### config.mk
export PLATFORM = sky130hd
export DESIGN_NAME = if_buf
export DESIGN_NICKNAME = d
export VERILOG_FILES = /design/src/rtl/if_buf_pkg.sv /design/src/rtl/if_skid_reg.sv /design/src/rtl/if_buf.sv
export SDC_FILE = /design/constraint.sdc
export NUM_CORES = 1
export LEC_CHECK = 0
export ABC_AREA = 1
export CORE_UTILIZATION = 50
export CTS_BUF_LIST = sky130_fd_sc_hd__clkbuf_16
export DETAILED_ROUTE_END_ITERATION = 8
export PLACE_DENSITY = 0.91
export SLEW_MARGIN = 20
export SYNTH_ARGS = -nofsm -noshare
export SYNTH_HDL_FRONTEND = slang
export SYNTH_SLANG_ARGS = --single-unit
### constraint.sdc
create_clock -name clk -period 1.8 [get_ports clk]
set_clock_uncertainty 0.1 [all_clocks]
set_input_delay 0.27 -clock clk [delete_from_list [all_inputs] [get_ports clk]]
set_output_delay 0.27 -clock clk [all_outputs]
set_load 0.02 [all_outputs]
### src/rtl/if_buf_pkg.sv
// Shared fetch-stage definitions: default widths, fetch FSM encoding and the bubble word.
package if_buf_pkg;

  localparam int unsigned IF_PC_W    = 6;
  localparam int unsigned IF_INSTR_W = 16;

  localparam logic [IF_INSTR_W-1:0] NOP_INSTR = '0;

  typedef enum logic [1:0] {
    ST_IDLE  = 2'd0,
    ST_FETCH = 2'd1,
    ST_HELD  = 2'd2
  } if_state_e;

endpackage

### src/rtl/if_skid_reg.sv
// Pending-word holding register for a fetch that completes while decode is stalled.
module if_skid_reg #(
  parameter int unsigned DATA_W = 16,
  parameter int unsigned PC_W   = 6
) (
  input  logic              clk,
  input  logic              rst_n,
  input  logic              load_i,
  input  logic              clear_i,
  input  logic [DATA_W-1:0] data_i,
  input  logic [PC_W-1:0]   pc1_i,
  output logic [DATA_W-1:0] data_o,
  output logic [PC_W-1:0]   pc1_o,
  output logic              valid_o
);

  logic [DATA_W-1:0] data_q;
  logic [PC_W-1:0]   pc1_q;
  logic              valid_q;

  // Clear wins over load so a redirect always empties the slot.
  always_ff @(posedge clk or negedge rst_n) begin
    if (!rst_n) begin
      data_q  <= '0;
      pc1_q   <= '0;
      valid_q <= 1'b0;
    end else if (clear_i) begin
      data_q  <= '0;
      pc1_q   <= '0;
      valid_q <= 1'b0;
    end else if (load_i) begin
      data_q  <= data_i;
      pc1_q   <= pc1_i;
      valid_q <= 1'b1;
    end
  end

  assign data_o  = data_q;
  assign pc1_o   = pc1_q;
  assign valid_o = valid_q;

endmodule

### src/rtl/if_buf.sv
// Instruction-fetch stage: PC, fetch handshake FSM and the IF/ID output register.
module if_buf
  import if_buf_pkg::*;
#(
  parameter int unsigned PC_W     = IF_PC_W,
  parameter int unsigned INSTR_W  = IF_INSTR_W,
  parameter int unsigned RESET_PC = 0
) (
  input  logic               clk,
  input  logic               rst_n,
  input  logic               in_haz,
  input  logic               in_br_taken,
  input  logic [PC_W-1:0]    in_br_target,
  input  logic [INSTR_W-1:0] in_imem_rdata,
  input  logic               in_imem_ack,
  output logic               out_imem_req,
  output logic [PC_W-1:0]    out_imem_addr,
  output logic [INSTR_W-1:0] out_instr,
  output logic [PC_W-1:0]    out_adder1,
  output logic               out_valid
);

  if_state_e          state_q, state_d;
  logic [PC_W-1:0]    pc_q, pc_d;
  logic [INSTR_W-1:0] instr_q, instr_d;
  logic [PC_W-1:0]    adder1_q, adder1_d;
  logic               valid_q, valid_d;
  logic               run_q;

  logic               skid_load, skid_clear, skid_valid;
  logic [INSTR_W-1:0] skid_data;
  logic [PC_W-1:0]    skid_pc1;
  logic [PC_W-1:0]    pc_plus1;

  assign pc_plus1 = pc_q + PC_W'(1);

  if_skid_reg #(
    .DATA_W (INSTR_W),
    .PC_W   (PC_W)
  ) u_skid (
    .clk     (clk),
    .rst_n   (rst_n),
    .load_i  (skid_load),
    .clear_i (skid_clear),
    .data_i  (in_imem_rdata),
    .pc1_i   (pc_plus1),
    .data_o  (skid_data),
    .pc1_o   (skid_pc1),
    .valid_o (skid_valid)
  );

  // Next-state and IF/ID register update; a redirect outranks stall and ack.
  always_comb begin
    state_d    = state_q;
    pc_d       = pc_q;
    instr_d    = instr_q;
    adder1_d   = adder1_q;
    valid_d    = valid_q;
    skid_load  = 1'b0;
    skid_clear = 1'b0;

    if (in_br_taken && (state_q != ST_IDLE)) begin
      pc_d       = in_br_target;
      instr_d    = INSTR_W'(NOP_INSTR);
      adder1_d   = '0;
      valid_d    = 1'b0;
      skid_clear = 1'b1;
      state_d    = ST_FETCH;
    end else begin
      unique case (state_q)
        ST_IDLE: begin
          if (run_q) state_d = ST_FETCH;
        end
        ST_FETCH: begin
          if (in_imem_ack) begin
            pc_d = pc_plus1;
            if (in_haz) begin
              skid_load = 1'b1;
              state_d   = ST_HELD;
            end else begin
              instr_d  = in_imem_rdata;
              adder1_d = pc_plus1;
              valid_d  = 1'b1;
            end
          end else if (!in_haz) begin
            instr_d  = INSTR_W'(NOP_INSTR);
            adder1_d = '0;
            valid_d  = 1'b0;
          end
        end
        ST_HELD: begin
          if (!in_haz) begin
            instr_d    = skid_valid ? skid_data : INSTR_W'(NOP_INSTR);
            adder1_d   = skid_valid ? skid_pc1 : '0;
            valid_d    = skid_valid;
            skid_clear = 1'b1;
            state_d    = ST_FETCH;
          end
        end
        default: state_d = ST_IDLE;
      endcase
    end
  end

  // run_q delays leaving IDLE by one edge so reset release is seen synchronously.
  always_ff @(posedge clk or negedge rst_n) begin
    if (!rst_n) begin
      state_q  <= ST_IDLE;
      pc_q     <= PC_W'(RESET_PC);
      instr_q  <= '0;
      adder1_q <= '0;
      valid_q  <= 1'b0;
      run_q    <= 1'b0;
    end else begin
      state_q  <= state_d;
      pc_q     <= pc_d;
      instr_q  <= instr_d;
      adder1_q <= adder1_d;
      valid_q  <= valid_d;
      run_q    <= 1'b1;
    end
  end

  assign out_imem_req  = (state_q == ST_FETCH);
  assign out_imem_addr = pc_q;
  assign out_instr     = instr_q;
  assign out_adder1    = adder1_q;
  assign out_valid     = valid_q;

endmodule

== After elaboration in Yosys (flattened, before gate mapping) ==
Cells that the tools add are included.

* Input bits: 27
* Register bits after elaboration: 55
* Output and inout bits: 30

* Add/sub/neg operators: 1
* Reductions and logical operators: 10
* Equality and inequality tests: 7
* Mux-type cells: 42

{| class="wikitable"
|+ Operators with widths
! cell !! count
|-
| $mux W16 || 8
|-
| $mux W6 || 11
|-
| $pmux W16 S2 || 1
|-
| $mux W1 || 14
|-
| $pmux W6 S2 || 1
|-
| $mux W2 || 5
|-
| $ne A3 B2 Y1 const B || 3
|-
| $reduce_bool A2 Y1 || 4
|-
| $add A6 B1 Y6 const B || 1
|-
| $ne A3 B3 Y1 const B || 2
|-
| $pmux W2 S3 || 1
|-
| $reduce_and A4 Y1 || 1
|-
| $reduce_and A3 Y1 || 1
|-
| $reduce_bool A3 Y1 || 1
|-
| $eq A2 B1 Y1 const B || 1
|-
| $eq A2 B2 Y1 const B || 1
|-
| $logic_not A2 Y1 || 1
|-
| $pmux W1 S2 || 1
|-
| $reduce_and A2 Y1 || 1
|-
| $logic_and A1 B1 Y1 || 1
|}

== Depth between registers and ports, before layout ==
Gate-level depths: netlist of run 1.

* Word-level depth: 6
* Depth in mapped cells: 8
* Depth with buffers taken out: 8

== By module ==
Synthesis of run 1 repeated with hierarchy kept, for this count alone.

* Cell total of the unflattened synthesis: 316
* Area total of the unflattened synthesis: 2586.2 µm²

{| class="wikitable"
|+ Modules (own cells, without submodules)
! module !! cells each !! sequential area each (µm²) !! times used !! area an instance (µm²)
|-
| if_buf || 217 || 800.8 || 1 || 1640.3
|-
| if_skid_reg || 99 || 575.6 || 1 || 945.9
|}

== Worst setup path after synthesis of run 1 ==
OpenSTA, ideal clock, no wires.

* Path kind: reg2reg
* From: register state_q[1]
* To: register u_skid.data_q[12], in the netlist u_skid.data_o[12]
* Path buffers: 1
* Arrival time: 1278 ps
* Setup slack: 297 ps
* Data required time: 1575 ps
* Clock period less this slack: 1503 ps
* Stages on the path, launching flop included: 8
* Path through: dfrtp_1 nor2_4 nand2_1 nor2_4 inv_2 nand2_4 buf_6 o22ai_1

* Cells in the longest elaborated chain, start to end: 4

{| class="wikitable"
|+ Ends and longest elaborated chain
! what !! RTL line !! text
|-
| start: declaration || if_buf.sv:23 || <nowiki>if_state_e state_q, state_d;</nowiki>
|-
| start signal: assignment || if_buf.sv:115 || <nowiki>state_q <= state_d;</nowiki>
|-
| $eq A2 B1 Y1 || n/a ||
|-
| net out_imem_req || if_buf.sv:16 || <nowiki>output logic out_imem_req,</nowiki>
|-
| $mux W1 || if_buf.sv:70 || <nowiki>unique case (state_q)</nowiki>
|-
| $mux W1 || if_buf.sv:62 || <nowiki>if (in_br_taken && (state_q != ST_IDLE)) begin</nowiki>
|-
| $reduce_bool A2 Y1 (no line) || n/a ||
|-
| end signal: assignment || if_skid_reg.sv:32 || <nowiki>data_q <= data_i;</nowiki>
|-
| end: declaration || if_skid_reg.sv:17 || <nowiki>logic [DATA_W-1:0] data_q;</nowiki>
|}

The timed path passes the listed nets, and every way through them passes these cells.
A chain may end at the register's enable or synchronous reset.

== Worst setup path in the final report of run 1 ==
* From: register pc_q[2], in the netlist out_imem_addr[2]
* To: output out_imem_addr[2]

{| class="wikitable"
|+ RTL lines
! what !! RTL line !! text
|-
| start: declaration || if_buf.sv:24 || <nowiki>logic [PC_W-1:0] pc_q, pc_d;</nowiki>
|-
| start signal: assignment || if_buf.sv:109 || <nowiki>pc_q <= PC_W'(RESET_PC);</nowiki>
|-
| start signal: assignment || if_buf.sv:116 || <nowiki>pc_q <= pc_d;</nowiki>
|-
| end: declaration || if_buf.sv:17 || <nowiki>output logic [PC_W-1:0] out_imem_addr,</nowiki>
|}

No word-level cell between the ends.

==> impl_metrics.prom, run 1 <==
# TYPE chip_impl_metric gauge
chip_impl_info{name="run_status",value="completed"} 1
chip_impl_metric{name="antenna_violating_nets_post_route",unit=""} 0
chip_impl_metric{name="grt_antenna_before_repair",unit=""} 0
chip_impl_info{name="synthFlopType",value="sky130_fd_sc_hd__dfrtp_1"} 1
chip_impl_metric{name="clk_latency",unit="ns"} 0.29
chip_impl_info{name="tritoncts",value="done"} 1
chip_impl_metric{name="rows",unit=""} 26
chip_impl_metric{name="setup_tns",unit="ns"} 0
chip_impl_metric{name="design.die.area",unit="um2"} 5549
chip_impl_metric{name="netSwitchingPower",unit="mW"} 1.863
chip_impl_metric{name="port_buffers",unit=""} 56
chip_impl_info{name="main_combinational_cell_family_by_area_after_synthesis",value="simple AND/OR/NAND/NOR gates"} 1
chip_impl_metric{name="max-clock-path-buffers",unit=""} 2
chip_impl_metric{name="fin_crit",unit="ns"} 1.758
chip_impl_metric{name="postSynthAreaPerCell",unit="um2"} 8.263
chip_impl_metric{name="yosysWarnings",unit=""} 0
chip_impl_metric{name="hpwlAfterDp",unit="um"} 4307
chip_impl_metric{name="route.final.wire_length",unit="um"} 6211
chip_impl_metric{name="drive_gt1_share",unit="%"} 9.585
chip_impl_metric{name="pin_count_of_the_biggest_net_entering_global_routing",unit=""} 56
chip_impl_metric{name="initial_core_util",unit="%"} 51.78
chip_impl_metric{name="die_y",unit="um"} 74.49
chip_impl_metric{name="clock_power_share",unit="%"} 19.3
chip_impl_metric{name="power.sequential.fraction",unit="%"} 37.7
chip_impl_metric{name="final_hold_viol_count",unit=""} 0
chip_impl_metric{name="powerDensity",unit="nW/um2"} 1378
chip_impl_metric{name="synth_nets",unit=""} 346
chip_impl_metric{name="path_max_fanout",unit=""} 6
chip_impl_metric{name="pwr-share-comb",unit="%"} 43.1
chip_impl_metric{name="switching_share",unit="%"} 38.69
chip_impl_info{name="path_class",value="flop to primary output"} 1
chip_impl_metric{name="synth-async-reset-ratio",unit="%"} 100.0
chip_impl_metric{name="synthDominantCellAreaShare",unit="%"} 52.38
chip_impl_metric{name="ctsHtreeMaxLevel",unit=""} 2
chip_impl_metric{name="cp_data_arrival_time",unit="ns"} 1.39
chip_impl_metric{name="yosys.cell_types.count",unit=""} 28
chip_impl_metric{name="sum_of_overflow_across_all_layers_after_global_routing",unit=""} 0
chip_impl_metric{name="finish.net_count",unit=""} 413
chip_impl_metric{name="cp.required",unit="ns"} 1.43
chip_impl_info{name="timing.critical_path.max_delay_family",value="buffers and inverters"} 1
chip_impl_metric{name="num_clock_sinks",unit=""} 55
chip_impl_metric{name="place_inst",unit=""} 447
chip_impl_metric{name="max_freq",unit="MHz"} 568.9
chip_impl_metric{name="syn-instance-count",unit=""} 318
chip_impl_metric{name="post-route-cell-area",unit="um2"} 3495
chip_impl_metric{name="routed_via_density",unit=""} 5.184
chip_impl_metric{name="first_global_vias",unit=""} 2387
chip_impl_metric{name="cap_violations",unit=""} 0
chip_impl_metric{name="clkSlewWorstSetupHoldPaths",unit="ns"} 0.07
chip_impl_metric{name="detail_route.iter0.violations",unit=""} 230
chip_impl_metric{name="postCtsSetupRepairBufs",unit=""} 0
chip_impl_metric{name="whs",unit="ns"} 0.3786
chip_impl_info{name="end_kind",value="primary output"} 1
chip_impl_metric{name="core_area",unit="um2"} 5075
chip_impl_metric{name="cp_num_buf_inv",unit=""} 1
chip_impl_metric{name="synthSimpleGateAreaFrac",unit="%"} 22.57
chip_impl_metric{name="final_max_slew_viol_count",unit=""} 0
chip_impl_metric{name="finalWeightedCongestion",unit=""} 0.8308
chip_impl_info{name="root_buffer_master",value="sky130_fd_sc_hd__clkbuf_16"} 1
chip_impl_metric{name="avgRoutedWirePerCell",unit="um"} 13.62
chip_impl_metric{name="synth-compound-area-share",unit="%"} 13.81
chip_impl_metric{name="count_of_flip_flops_with_a_built_in_enable_after_synthesis",unit=""} 0
chip_impl_metric{name="grt_util_all_layers",unit="%"} 25.90
chip_impl_info{name="worst_hold_path_type",value="flop to flop"} 1
chip_impl_info{name="post_synth_main_area_contributors",value="sky130_fd_sc_hd__dfrtp_1 52%, sky130_fd_sc_hd__nand2_1 15%, sky130_fd_sc_hd__o22ai_1 6.4%, sky130_fd_sc_hd__inv_1 6.3%, sky130_fd_sc_hd__o21ai_0 3.2%"} 1
chip_impl_metric{name="diodes",unit=""} 0
chip_impl_metric{name="synth_xor_xnor_area_share",unit="%"} 1.000
chip_impl_metric{name="io_pins",unit=""} 57
chip_impl_metric{name="cts_inserted_buffers",unit=""} 5
chip_impl_info{name="worst_path_max_delay_cell",value="sky130_fd_sc_hd__clkdlybuf4s50_1"} 1
chip_impl_metric{name="layout.cells.non_filler",unit=""} 456
chip_impl_info{name="yosysMostFrequentCell",value="sky130_fd_sc_hd__nand2_1"} 1
chip_impl_metric{name="yosys.area_share.adder",unit="%"} 0.4762
chip_impl_metric{name="drc_errors",unit=""} 0
chip_impl_metric{name="p_leak",unit="nW"} 1.734
chip_impl_info{name="series_of_cell_instances_along_the_critical_path",value="clkdlybuf4s50_1"} 1
chip_impl_metric{name="slowest_delay",unit="ns"} 0.64
chip_impl_metric{name="dpl-instance-area",unit="um2"} 3342
chip_impl_metric{name="synth_area",unit="um2"} 2628
chip_impl_metric{name="period_share",unit="%"} 97.65
chip_impl_metric{name="setup_viol",unit=""} 0
chip_impl_metric{name="yosysSeqAreaShare",unit="%"} 52.38
chip_impl_metric{name="die_width",unit="um"} 74.49
chip_impl_metric{name="fill_cells",unit=""} 389
chip_impl_metric{name="detail_route.first_pass.iterations",unit=""} 4
chip_impl_metric{name="grt_first_pass_wirelength",unit="um"} 10650
chip_impl_info{name="grt_setup_unrepaired",value="false"} 1
chip_impl_metric{name="ys_seq_elements",unit=""} 55
chip_impl_metric{name="cellInternalPower",unit="mW"} 2.951
chip_impl_info{name="critPathLaunchType",value="flop"} 1
chip_impl_metric{name="flow.area_growth_from_synthesis",unit="%"} 33.00
chip_impl_info{name="post-synth-top-area-cell",value="sky130_fd_sc_hd__dfrtp_1"} 1
chip_impl_metric{name="muxShareOfSynthArea",unit="%"} 0
chip_impl_info{name="synth_commonest_cells",value="102 x sky130_fd_sc_hd__nand2_1, 55 x sky130_fd_sc_hd__dfrtp_1, 44 x sky130_fd_sc_hd__inv_1"} 1
chip_impl_metric{name="ir_drop",unit="uV"} 855.1
chip_impl_metric{name="routed-via-count",unit=""} 2364
==> per-stage QoR <==
step / setup slack (ns) / utilization (%) / power, mW
after floorplan: 0.2975 / - / 3.027
after global routing: 0.002026 / 68.86 / 5.138
after CTS: 0.04006 / 68.81 / 4.843
final: 0.04234 / 68.86 / 4.814
after global placement: 0.05149 / 65.85 / 3.822
after detailed placement: -0.03018 / 65.85 / 3.899
==> sequential cells by signal, summed over array words and instances, names as in the netlist <==
register        count
state_q             2
out_adder1          6
u_skid.valid_o      1
u_skid.data_o      16
u_skid.pc1_o        6
out_valid           1
run_q               1
out_imem_addr       6
out_instr          16
==> metal layers <==
layer / share of wire (%) / wire length (um) / track usage [%] / vias to the layer above
li1: - / - / - / 1147
met1: 41 / 2551 / 30.71 / 1099
met2: 50 / 3095 / 44.14 / 99
met3: 5.5 / 344 / 4.743 / 19
met4: 3.5 / 219 / 14.88 / 0
met5: 0 / 0 / 0 / -
==> layout by cell type (no fill, tap or decap), types with 2 or more instances in the layout <==
| cell | n |
|---|---|
| sky130_fd_sc_hd__buf_4 | 8 |
| sky130_fd_sc_hd__inv_2 | 5 |
| sky130_fd_sc_hd__inv_1 | 45 |
| sky130_fd_sc_hd__o22ai_2 | 3 |
| sky130_fd_sc_hd__clkbuf_16 | 5 |
| sky130_fd_sc_hd__a21oi_1 | 3 |
| sky130_fd_sc_hd__o21ai_0 | 17 |
| sky130_fd_sc_hd__nand2_1 | 102 |
| sky130_fd_sc_hd__nor2_1 | 18 |
| sky130_fd_sc_hd__clkdlybuf4s50_1 | 53 |
| sky130_fd_sc_hd__dfrtp_1 | 55 |
| sky130_fd_sc_hd__o22ai_1 | 27 |
| sky130_fd_sc_hd__nand2_2 | 2 |
| sky130_fd_sc_hd__nand3_1 | 12 |
| sky130_fd_sc_hd__o21ai_1 | 3 |
| sky130_fd_sc_hd__a31oi_1 | 2 |
| sky130_fd_sc_hd__nor2_4 | 3 |
| sky130_fd_sc_hd__xor2_1 | 3 |
| sky130_fd_sc_hd__buf_12 | 4 |
==> worst paths after layout <==
check	end	slack, ns	cells past startpoint	start
max	out_imem_addr[2]	0.04	1	out_imem_addr[2]$_DFFE_PN0P_
min	out_instr[11]$_DFFE_PN0P_	0.38	2	out_instr[11]$_DFFE_PN0P_
max reg2reg	out_instr[6]$_DFFE_PN0P_	0.13	7	state_q[1]$_DFFE_PN0P_
min reg2reg	out_instr[11]$_DFFE_PN0P_	0.38	2	out_instr[11]$_DFFE_PN0P_
max in group asynchronous	u_skid.data_o[15]$_DFFE_PN0P_	0.95	3	rst_n
min in group asynchronous	out_adder1[1]$_DFFE_PN0P_	0.39	3	rst_n
==> power groups by stage <==
stage | sequential (mW) | clock [mW] | combinational (mW)
finish | 1.81 | 0.927 | 2.07
floorplan | 2.04 | 0 | 0.985
CTS | 1.81 | 0.948 | 2.09
global route | 1.85 | 0.987 | 2.30
detailed placement | 1.83 | 0 | 2.07
global placement | 1.81 | 0 | 2.01
==> logic make-up after synthesis <==
group | Yosys count
buffers and inverters | 58
DFF | 55
and+or+nand+nor | 142
xor gates and xnor gates | 3
other | 1
AOI/OAI and AO/OA | 58
adders and majority gates | 1
==> timing repair <==
action | 4_1_cts | 5_1_grt
gates resized for setup | 1 | 1
hold buffers | 1 | 0
setup endpoints to repair | 1 | 1
endpoints found under the hold margin | 55 | 0
==> layout make-up <==
class                      instances  area (um2)  area share, %
sequential                        55        1376          39.38
multi-input combinational        205       998.5          28.57
timing repair buffer              69       706.9          20.23
inverter                          49       183.9          5.263
clock buffer                       5       125.1          3.580
tap                               70       87.58          2.506
clock inverter                     3       16.27         0.4654
(Power assumes the default switching activity.)
==> run 2, diff against run 1 <==
--- a/config.mk
+++ b/config.mk
@@ -9,6 +9,7 @@
 export CORE_UTILIZATION = 50
 export CTS_BUF_LIST = sky130_fd_sc_hd__clkbuf_16
 export DETAILED_ROUTE_END_ITERATION = 8
+export MAX_ROUTING_LAYER = met4
 export PLACE_DENSITY = 0.91
 export SLEW_MARGIN = 20
 export SYNTH_ARGS = -nofsm -noshare
==> run 2 against run 1 <==
  * Combinational power about the same
  * First-iteration DRC count up 2.6%
  * Die area unchanged
  * Register-to-register slack better by 0.04 ns
  * Wire length about the same
==> impl_metrics.prom, run 2 (same netlist as run 1, synthesis figures left out) <==
# TYPE chip_impl_metric gauge
chip_impl_metric{name="postCtsSetupRepairBufs",unit=""} 0
chip_impl_metric{name="die_y",unit="um"} 74.49
chip_impl_info{name="path_class",value="flop to primary output"} 1
chip_impl_metric{name="finalWeightedCongestion",unit=""} 0.8442
chip_impl_metric{name="pin_count_of_the_biggest_net_entering_global_routing",unit=""} 56
chip_impl_metric{name="initial_core_util",unit="%"} 51.78
chip_impl_metric{name="place_ws",unit="ns"} -0.03715
chip_impl_info{name="timing.critical_path.max_delay_family",value="buffers and inverters"} 1
chip_impl_metric{name="max_freq",unit="MHz"} 567.6
chip_impl_metric{name="path_max_fanout",unit=""} 6
chip_impl_info{name="worst_hold_path_type",value="input port to asynchronous set/reset pin"} 1
chip_impl_metric{name="io_pins",unit=""} 57
chip_impl_metric{name="max-clock-path-buffers",unit=""} 2
chip_impl_info{name="grt_setup_unrepaired",value="false"} 1
chip_impl_metric{name="drive_gt1_share",unit="%"} 10.36
chip_impl_info{name="end_kind",value="primary output"} 1
chip_impl_info{name="layout.cells.most_common_list",value="102 x sky130_fd_sc_hd__nand2_1, 54 x sky130_fd_sc_hd__clkdlybuf4s50_1, 54 x sky130_fd_sc_hd__dfrtp_1, 44 x sky130_fd_sc_hd__inv_1, 27 x sky130_fd_sc_hd__o22ai_1"} 1
chip_impl_info{name="worst_path_max_delay_cell",value="sky130_fd_sc_hd__clkdlybuf4s50_1"} 1
chip_impl_metric{name="drc_errors",unit=""} 0
chip_impl_metric{name="period_share",unit="%"} 97.89
chip_impl_metric{name="sequential_cell_area",unit="um2"} 1378
chip_impl_info{name="tritoncts",value="done"} 1
chip_impl_metric{name="layout.cells.non_filler",unit=""} 456
chip_impl_metric{name="timing.final.ws_setup",unit="ns"} 0.03805
chip_impl_metric{name="grt_antenna_before_repair",unit=""} 0
chip_impl_metric{name="avgRoutedWirePerCell",unit="um"} 13.61
chip_impl_metric{name="num_clock_sinks",unit=""} 55
chip_impl_info{name="series_of_cell_instances_along_the_critical_path",value="clkdlybuf4s50_1"} 1
chip_impl_metric{name="rows",unit=""} 26
chip_impl_metric{name="slowest_delay",unit="ns"} 0.65
chip_impl_metric{name="place_inst",unit=""} 447
chip_impl_metric{name="sum_of_overflow_across_all_layers_after_global_routing",unit=""} 0
chip_impl_metric{name="cts_inserted_buffers",unit=""} 5
chip_impl_metric{name="grt_util_all_layers",unit="%"} 27.00
chip_impl_metric{name="grtUsageMet1",unit="%"} 31.68
chip_impl_info{name="gr-max-usage-layer",value="met2"} 1
chip_impl_metric{name="antenna_violating_nets_post_route",unit=""} 0
chip_impl_metric{name="cap_violations",unit=""} 0
chip_impl_metric{name="clkSlewWorstSetupHoldPaths",unit="ns"} 0.07
chip_impl_metric{name="finish.net_count",unit=""} 413
chip_impl_metric{name="port_buffers",unit=""} 56
chip_impl_metric{name="fin_crit",unit="ns"} 1.762
chip_impl_metric{name="detail_route.first_pass.iterations",unit=""} 4
chip_impl_metric{name="design.die.area",unit="um2"} 5549
chip_impl_metric{name="first_global_vias",unit=""} 2436
chip_impl_metric{name="whs",unit="ns"} 0.3783
chip_impl_metric{name="flow.area_growth_from_synthesis",unit="%"} 33.33
chip_impl_metric{name="ir_drop",unit="uV"} 830.7
chip_impl_metric{name="grt_use_met3",unit="%"} 4.743
chip_impl_metric{name="fill_cells",unit=""} 385
chip_impl_metric{name="grt_first_pass_wirelength",unit="um"} 10800
chip_impl_metric{name="core_area",unit="um2"} 5075
chip_impl_info{name="critPathLaunchType",value="flop"} 1
chip_impl_info{name="run_status",value="completed"} 1
chip_impl_metric{name="detail_route.iter0.violations",unit=""} 236
chip_impl_info{name="final_common_cell",value="sky130_fd_sc_hd__nand2_1"} 1
chip_impl_metric{name="routed-via-count",unit=""} 2370
chip_impl_metric{name="cp.required",unit="ns"} 1.43
chip_impl_metric{name="p_leak",unit="nW"} 1.727
chip_impl_metric{name="worst-r2r-setup-slack",unit="ns"} 0.17
chip_impl_metric{name="cp_data_arrival_time",unit="ns"} 1.39
chip_impl_metric{name="routed_via_density",unit=""} 5.197
chip_impl_metric{name="diodes",unit=""} 0
chip_impl_metric{name="grt.met2_usage",unit="%"} 45.65
chip_impl_metric{name="hpwlAfterDp",unit="um"} 4365
chip_impl_metric{name="final_hold_viol_count",unit=""} 0
chip_impl_metric{name="final_max_slew_viol_count",unit=""} 0
chip_impl_metric{name="clk_latency",unit="ns"} 0.29
chip_impl_metric{name="powerDensity",unit="nW/um2"} 1389
chip_impl_metric{name="setup_viol",unit=""} 0
chip_impl_metric{name="die_width",unit="um"} 74.49
chip_impl_metric{name="ctsHtreeMaxLevel",unit=""} 2
chip_impl_metric{name="cp_num_buf_inv",unit=""} 1
chip_impl_metric{name="multiInputGateArea",unit="um2"} 998.5
chip_impl_info{name="root_buffer_master",value="sky130_fd_sc_hd__clkbuf_16"} 1
chip_impl_metric{name="route.final.wire_length",unit="um"} 6207
-- run 2: changes by cell type in the layout (fill, tap and decap cells not counted), sizes merged --
cell | before | now
dlymetal6s2s | 1 | 0
clkdlybuf4s50 | 53 | 54
inv | 50 | 51
clkinv | 2 | 1
-- run 2: path summary, 6_finish.rpt --
kind                                                   start                       endpoint  depth (start not counted)
worst max register to register  out_imem_addr[0]$_DFFE_PN0P_      out_adder1[4]$_DFFE_PN0P_                          7
min in group clk                   out_adder1[5]$_DFFE_PN0P_      out_adder1[5]$_DFFE_PN0P_                          2
worst min register to register     out_adder1[5]$_DFFE_PN0P_      out_adder1[5]$_DFFE_PN0P_                          2
worst max-delay path            out_imem_addr[0]$_DFFE_PN0P_               out_imem_addr[0]                          1
max in group asynchronous                              rst_n  u_skid.data_o[13]$_DFFE_PN0P_                          3
worst min-delay path                                   rst_n       out_instr[4]$_DFFE_PN0P_                          3
-- run 2: stage by stage --
| step | util [%] | power [mW] | cell area [um2] | setup TNS [ns] |
|---|---|---|---|---|
| detailed placement | 65.85 | 3.898 | 3342 | -0.09454 |
| CTS | 69.01 | 4.882 | 3502 | 0 |
| finish | 69.03 | 4.866 | 3503 | 0 |
| global placement | 65.85 | 3.823 | 3342 | 0 |
| floorplan | - | 3.027 | 2628 | 0 |
| global route | 69.03 | 5.199 | 3503 | 0 |
-- run 2: layer usage --
layer,part of all wire (%),vias up,wire [um]
met3,4.2,12,263
met1,43,1136,2661
li1,-,1151,-
met5,0,-,0
met2,51,71,3163
met4,1.9,0,119
-- run 2: layout make-up --
type / count / area share (%)
clock inverter: 3 / 0.7500
multi-input combinational: 205 / 28.50
tap: 70 / 2.500
sequential: 55 / 39.32
clock buffer: 5 / 3.571
inverter: 49 / 5.250
timing repair buffer: 69 / 20.11
-- run 2: report_power, final --
part	leakage, nW	internal, mW	switching (mW)
Clock	0.0748	0.528	0.446
Sequential	0.730	1.57	0.238
Combinational	0.922	0.872	1.21
-- run 2: repair_timing --
action / CTS / global route
hold buffers: 1 / 0
setup endpoints to repair: 1 / 1
resized for setup: 1 / 1
endpoints found under the hold margin: 55 / 0
==> run 3, diff against run 2 <==
--- a/config.mk
+++ b/config.mk
@@ -6,11 +6,11 @@
 export NUM_CORES = 1
 export LEC_CHECK = 0
 export ABC_AREA = 1
-export CORE_UTILIZATION = 50
+export CORE_UTILIZATION = 48
 export CTS_BUF_LIST = sky130_fd_sc_hd__clkbuf_16
 export DETAILED_ROUTE_END_ITERATION = 8
 export MAX_ROUTING_LAYER = met4
-export PLACE_DENSITY = 0.91
+export PLACE_DENSITY = 0.88
 export SLEW_MARGIN = 20
 export SYNTH_ARGS = -nofsm -noshare
 export SYNTH_HDL_FRONTEND = slang
==> constraint.sdc (replaced) <==
create_clock -name clk -period 1.9 [get_ports clk]
set_clock_uncertainty 0.1 [all_clocks]
set_input_delay 0.285 -clock clk [delete_from_list [all_inputs] [get_ports clk]]
set_output_delay 0.285 -clock clk [all_outputs]
set_load 0.02 [all_outputs]
==> run 3 against run 2 <==
  * Utilization decreased by 2.0 points
  * Highest routed layer unchanged
  * Critical endpoint is now out_imem_addr[2]
  * Wire length increased by 2.5%
  * Final area decreased by 0.46%
  * Sequential share of layout area increased by 0.15 points
  * Clock power increased by 5%
  * Worst setup slack improved by 0.087 ns
  * Count of clock-buffer cells in the layout unchanged
  * Die area increased by 4.1%
  * Combinational power decreased by 6%
  * Total power decreased by 3.5%
  * Via count increased by 1.2%
  * Global-route usage decreased by 2.6 points
==> impl_metrics.prom, run 3 (same netlist as run 1, synthesis figures left out) <==
# TYPE chip_impl_metric gauge
chip_impl_metric{name="dpl-instance-area",unit="um2"} 3314
chip_impl_metric{name="num_clock_sinks",unit=""} 55
chip_impl_metric{name="detail_route.iter0.violations",unit=""} 170
chip_impl_metric{name="fill_cells",unit=""} 421
chip_impl_info{name="layout.cells.most_common_list",value="102 x sky130_fd_sc_hd__nand2_1, 55 x sky130_fd_sc_hd__dfrtp_1, 54 x sky130_fd_sc_hd__clkdlybuf4s50_1, 44 x sky130_fd_sc_hd__inv_1, 27 x sky130_fd_sc_hd__o22ai_1"} 1
chip_impl_metric{name="setup_viol",unit=""} 0
chip_impl_metric{name="cap_violations",unit=""} 0
chip_impl_info{name="final_common_cell",value="sky130_fd_sc_hd__nand2_1"} 1
chip_impl_metric{name="routed-via-count",unit=""} 2398
chip_impl_metric{name="ctsHtreeMaxLevel",unit=""} 2
chip_impl_metric{name="clk_latency",unit="ns"} 0.29
chip_impl_metric{name="slew_headroom",unit="%"} 63.56
chip_impl_metric{name="setup_tns",unit="ns"} 0
chip_impl_metric{name="max-clock-path-buffers",unit=""} 2
chip_impl_metric{name="design.die.area",unit="um2"} 5774
chip_impl_metric{name="worstMarginPinSlew",unit="ns"} 0.5466
chip_impl_info{name="run_status",value="completed"} 1
chip_impl_metric{name="flow.area_growth_from_synthesis",unit="%"} 32.71
chip_impl_metric{name="powerDensity",unit="nW/um2"} 1346
chip_impl_metric{name="place_ws",unit="ns"} -0.01074
chip_impl_metric{name="max_freq",unit="MHz"} 563.4
chip_impl_info{name="end_kind",value="primary output"} 1
chip_impl_metric{name="final_hold_viol_count",unit=""} 0
chip_impl_metric{name="cp_data_arrival_time",unit="ns"} 1.39
chip_impl_metric{name="path_max_fanout",unit=""} 6
chip_impl_metric{name="finalWeightedCongestion",unit=""} 0.9179
chip_impl_metric{name="timing.final.ws_setup",unit="ns"} 0.1250
chip_impl_info{name="worst_hold_path_type",value="flop to flop"} 1
chip_impl_metric{name="hpwlAfterDp",unit="um"} 4509
chip_impl_metric{name="ir_drop",unit="uV"} 762.6
chip_impl_metric{name="final_max_slew_viol_count",unit=""} 0
chip_impl_metric{name="clkSlewWorstSetupHoldPaths",unit="ns"} 0.06
chip_impl_metric{name="pin_count_of_the_biggest_net_entering_global_routing",unit=""} 36
chip_impl_metric{name="grt_util_all_layers",unit="%"} 24.40
chip_impl_metric{name="finish.net_count",unit=""} 411
chip_impl_metric{name="period_share",unit="%"} 93.42
chip_impl_metric{name="cts_inserted_buffers",unit=""} 5
chip_impl_metric{name="rows",unit=""} 26
chip_impl_metric{name="multiInputGateArea",unit="um2"} 998.5
chip_impl_info{name="critPathLaunchType",value="flop"} 1
chip_impl_info{name="tritoncts",value="done"} 1
chip_impl_info{name="grt_setup_unrepaired",value="false"} 1
chip_impl_metric{name="p_leak",unit="nW"} 1.719
chip_impl_metric{name="antenna_violating_nets_post_route",unit=""} 0
chip_impl_metric{name="drive_gt1_share",unit="%"} 9.375
chip_impl_metric{name="die_width",unit="um"} 75.99
chip_impl_info{name="path_class",value="flop to primary output"} 1
chip_impl_metric{name="fin_crit",unit="ns"} 1.775
chip_impl_metric{name="cp.required",unit="ns"} 1.51
chip_impl_metric{name="io_pins",unit=""} 57
chip_impl_metric{name="die_y",unit="um"} 75.99
chip_impl_metric{name="first_global_vias",unit=""} 2384
chip_impl_metric{name="cp_num_buf_inv",unit=""} 1
chip_impl_metric{name="whs",unit="ns"} 0.3774
chip_impl_info{name="timing.critical_path.max_delay_family",value="buffers and inverters"} 1
chip_impl_metric{name="post-route-cell-area",unit="um2"} 3487
chip_impl_metric{name="grt_first_pass_wirelength",unit="um"} 10940
chip_impl_metric{name="routed_via_density",unit=""} 5.282
chip_impl_metric{name="route.final.wire_length",unit="um"} 6365
chip_impl_metric{name="initial_core_util",unit="%"} 50.48
chip_impl_metric{name="slowest_delay",unit="ns"} 0.65
chip_impl_metric{name="fin_util",unit="%"} 67.00
chip_impl_metric{name="port_buffers",unit=""} 56
chip_impl_metric{name="avgRoutedWirePerCell",unit="um"} 14.02
chip_impl_info{name="series_of_cell_instances_along_the_critical_path",value="clkdlybuf4s50_1"} 1
chip_impl_metric{name="core_area",unit="um2"} 5205
chip_impl_metric{name="drc_errors",unit=""} 0
chip_impl_info{name="root_buffer_master",value="sky130_fd_sc_hd__clkbuf_16"} 1
chip_impl_metric{name="diodes",unit=""} 0
chip_impl_info{name="worst_path_max_delay_cell",value="sky130_fd_sc_hd__clkdlybuf4s50_1"} 1
chip_impl_metric{name="detail_route.first_pass.iterations",unit=""} 4
chip_impl_metric{name="sequential_cell_area",unit="um2"} 1376
chip_impl_metric{name="sum_of_overflow_across_all_layers_after_global_routing",unit=""} 0
chip_impl_metric{name="grt_antenna_before_repair",unit=""} 0
==> run 3: area by class of cell <==
class | count | share of cell area (%)
Clock buffer | 5 | 3.588
Timing Repair Buffer | 67 | 19.41
Multi-Input combinational cell | 205 | 28.63
Tap cell | 70 | 2.512
Inverter | 49 | 5.274
Clock inverter | 3 | 1.112
Sequential cell | 55 | 39.47
==> run 3: worst paths after layout <==
| check | slack, ns | start | cells past startpoint | endpoint |
|---|---|---|---|---|
| worst max-delay path | 0.12 | out_imem_addr[2]$_DFFE_PN0P_ | 1 | out_imem_addr[2] |
| worst min-delay path | 0.38 | out_instr[15]$_DFFE_PN0P_ | 2 | out_instr[15]$_DFFE_PN0P_ |
| worst max register to register | 0.19 | state_q[1]$_DFFE_PN0P_ | 5 | u_skid.data_o[7]$_DFFE_PN0P_ |
| worst min register to register | 0.38 | out_instr[15]$_DFFE_PN0P_ | 2 | out_instr[15]$_DFFE_PN0P_ |
| max in group asynchronous | 0.71 | rst_n | 3 | out_instr[12]$_DFFE_PN0P_ |
| min in group asynchronous | 0.41 | rst_n | 2 | out_adder1[1]$_DFFE_PN0P_ |
==> run 3: report_power, final <==
group / total [mW] / switching (mW) / internal, mW
Clock: 1.02 / 0.407 / 0.615
Sequential: 1.72 / 0.228 / 1.49
Combinational: 1.95 / 1.15 / 0.806
==> run 3: repair_timing <==
action | CTS | global route
hold buffers | 1 | 0
gates resized for setup | 1 | 0
hold endpoints to repair | 20 | 0
buffers inserted | 0 | 0
endpoints found under the setup margin | 1 | 0
==> run 3: per-stage QoR <==
step	total power, mW	instances
after floorplan	2.868	318
after global placement	3.617	445
after detailed placement	3.680	445
after CTS	4.701	454
after global routing	4.984	454
final	4.695	454
==> run 3: per-layer routing <==
metal | vias to the layer above | GRT usage [%] | wire (um)
met5 | - | - | 0
met4 | 0 | 8.846 | 123
met3 | 12 | 4.311 | 332
met2 | 78 | 39.55 | 3089
met1 | 1154 | 30.88 | 2820
li1 | 1154 | - | -
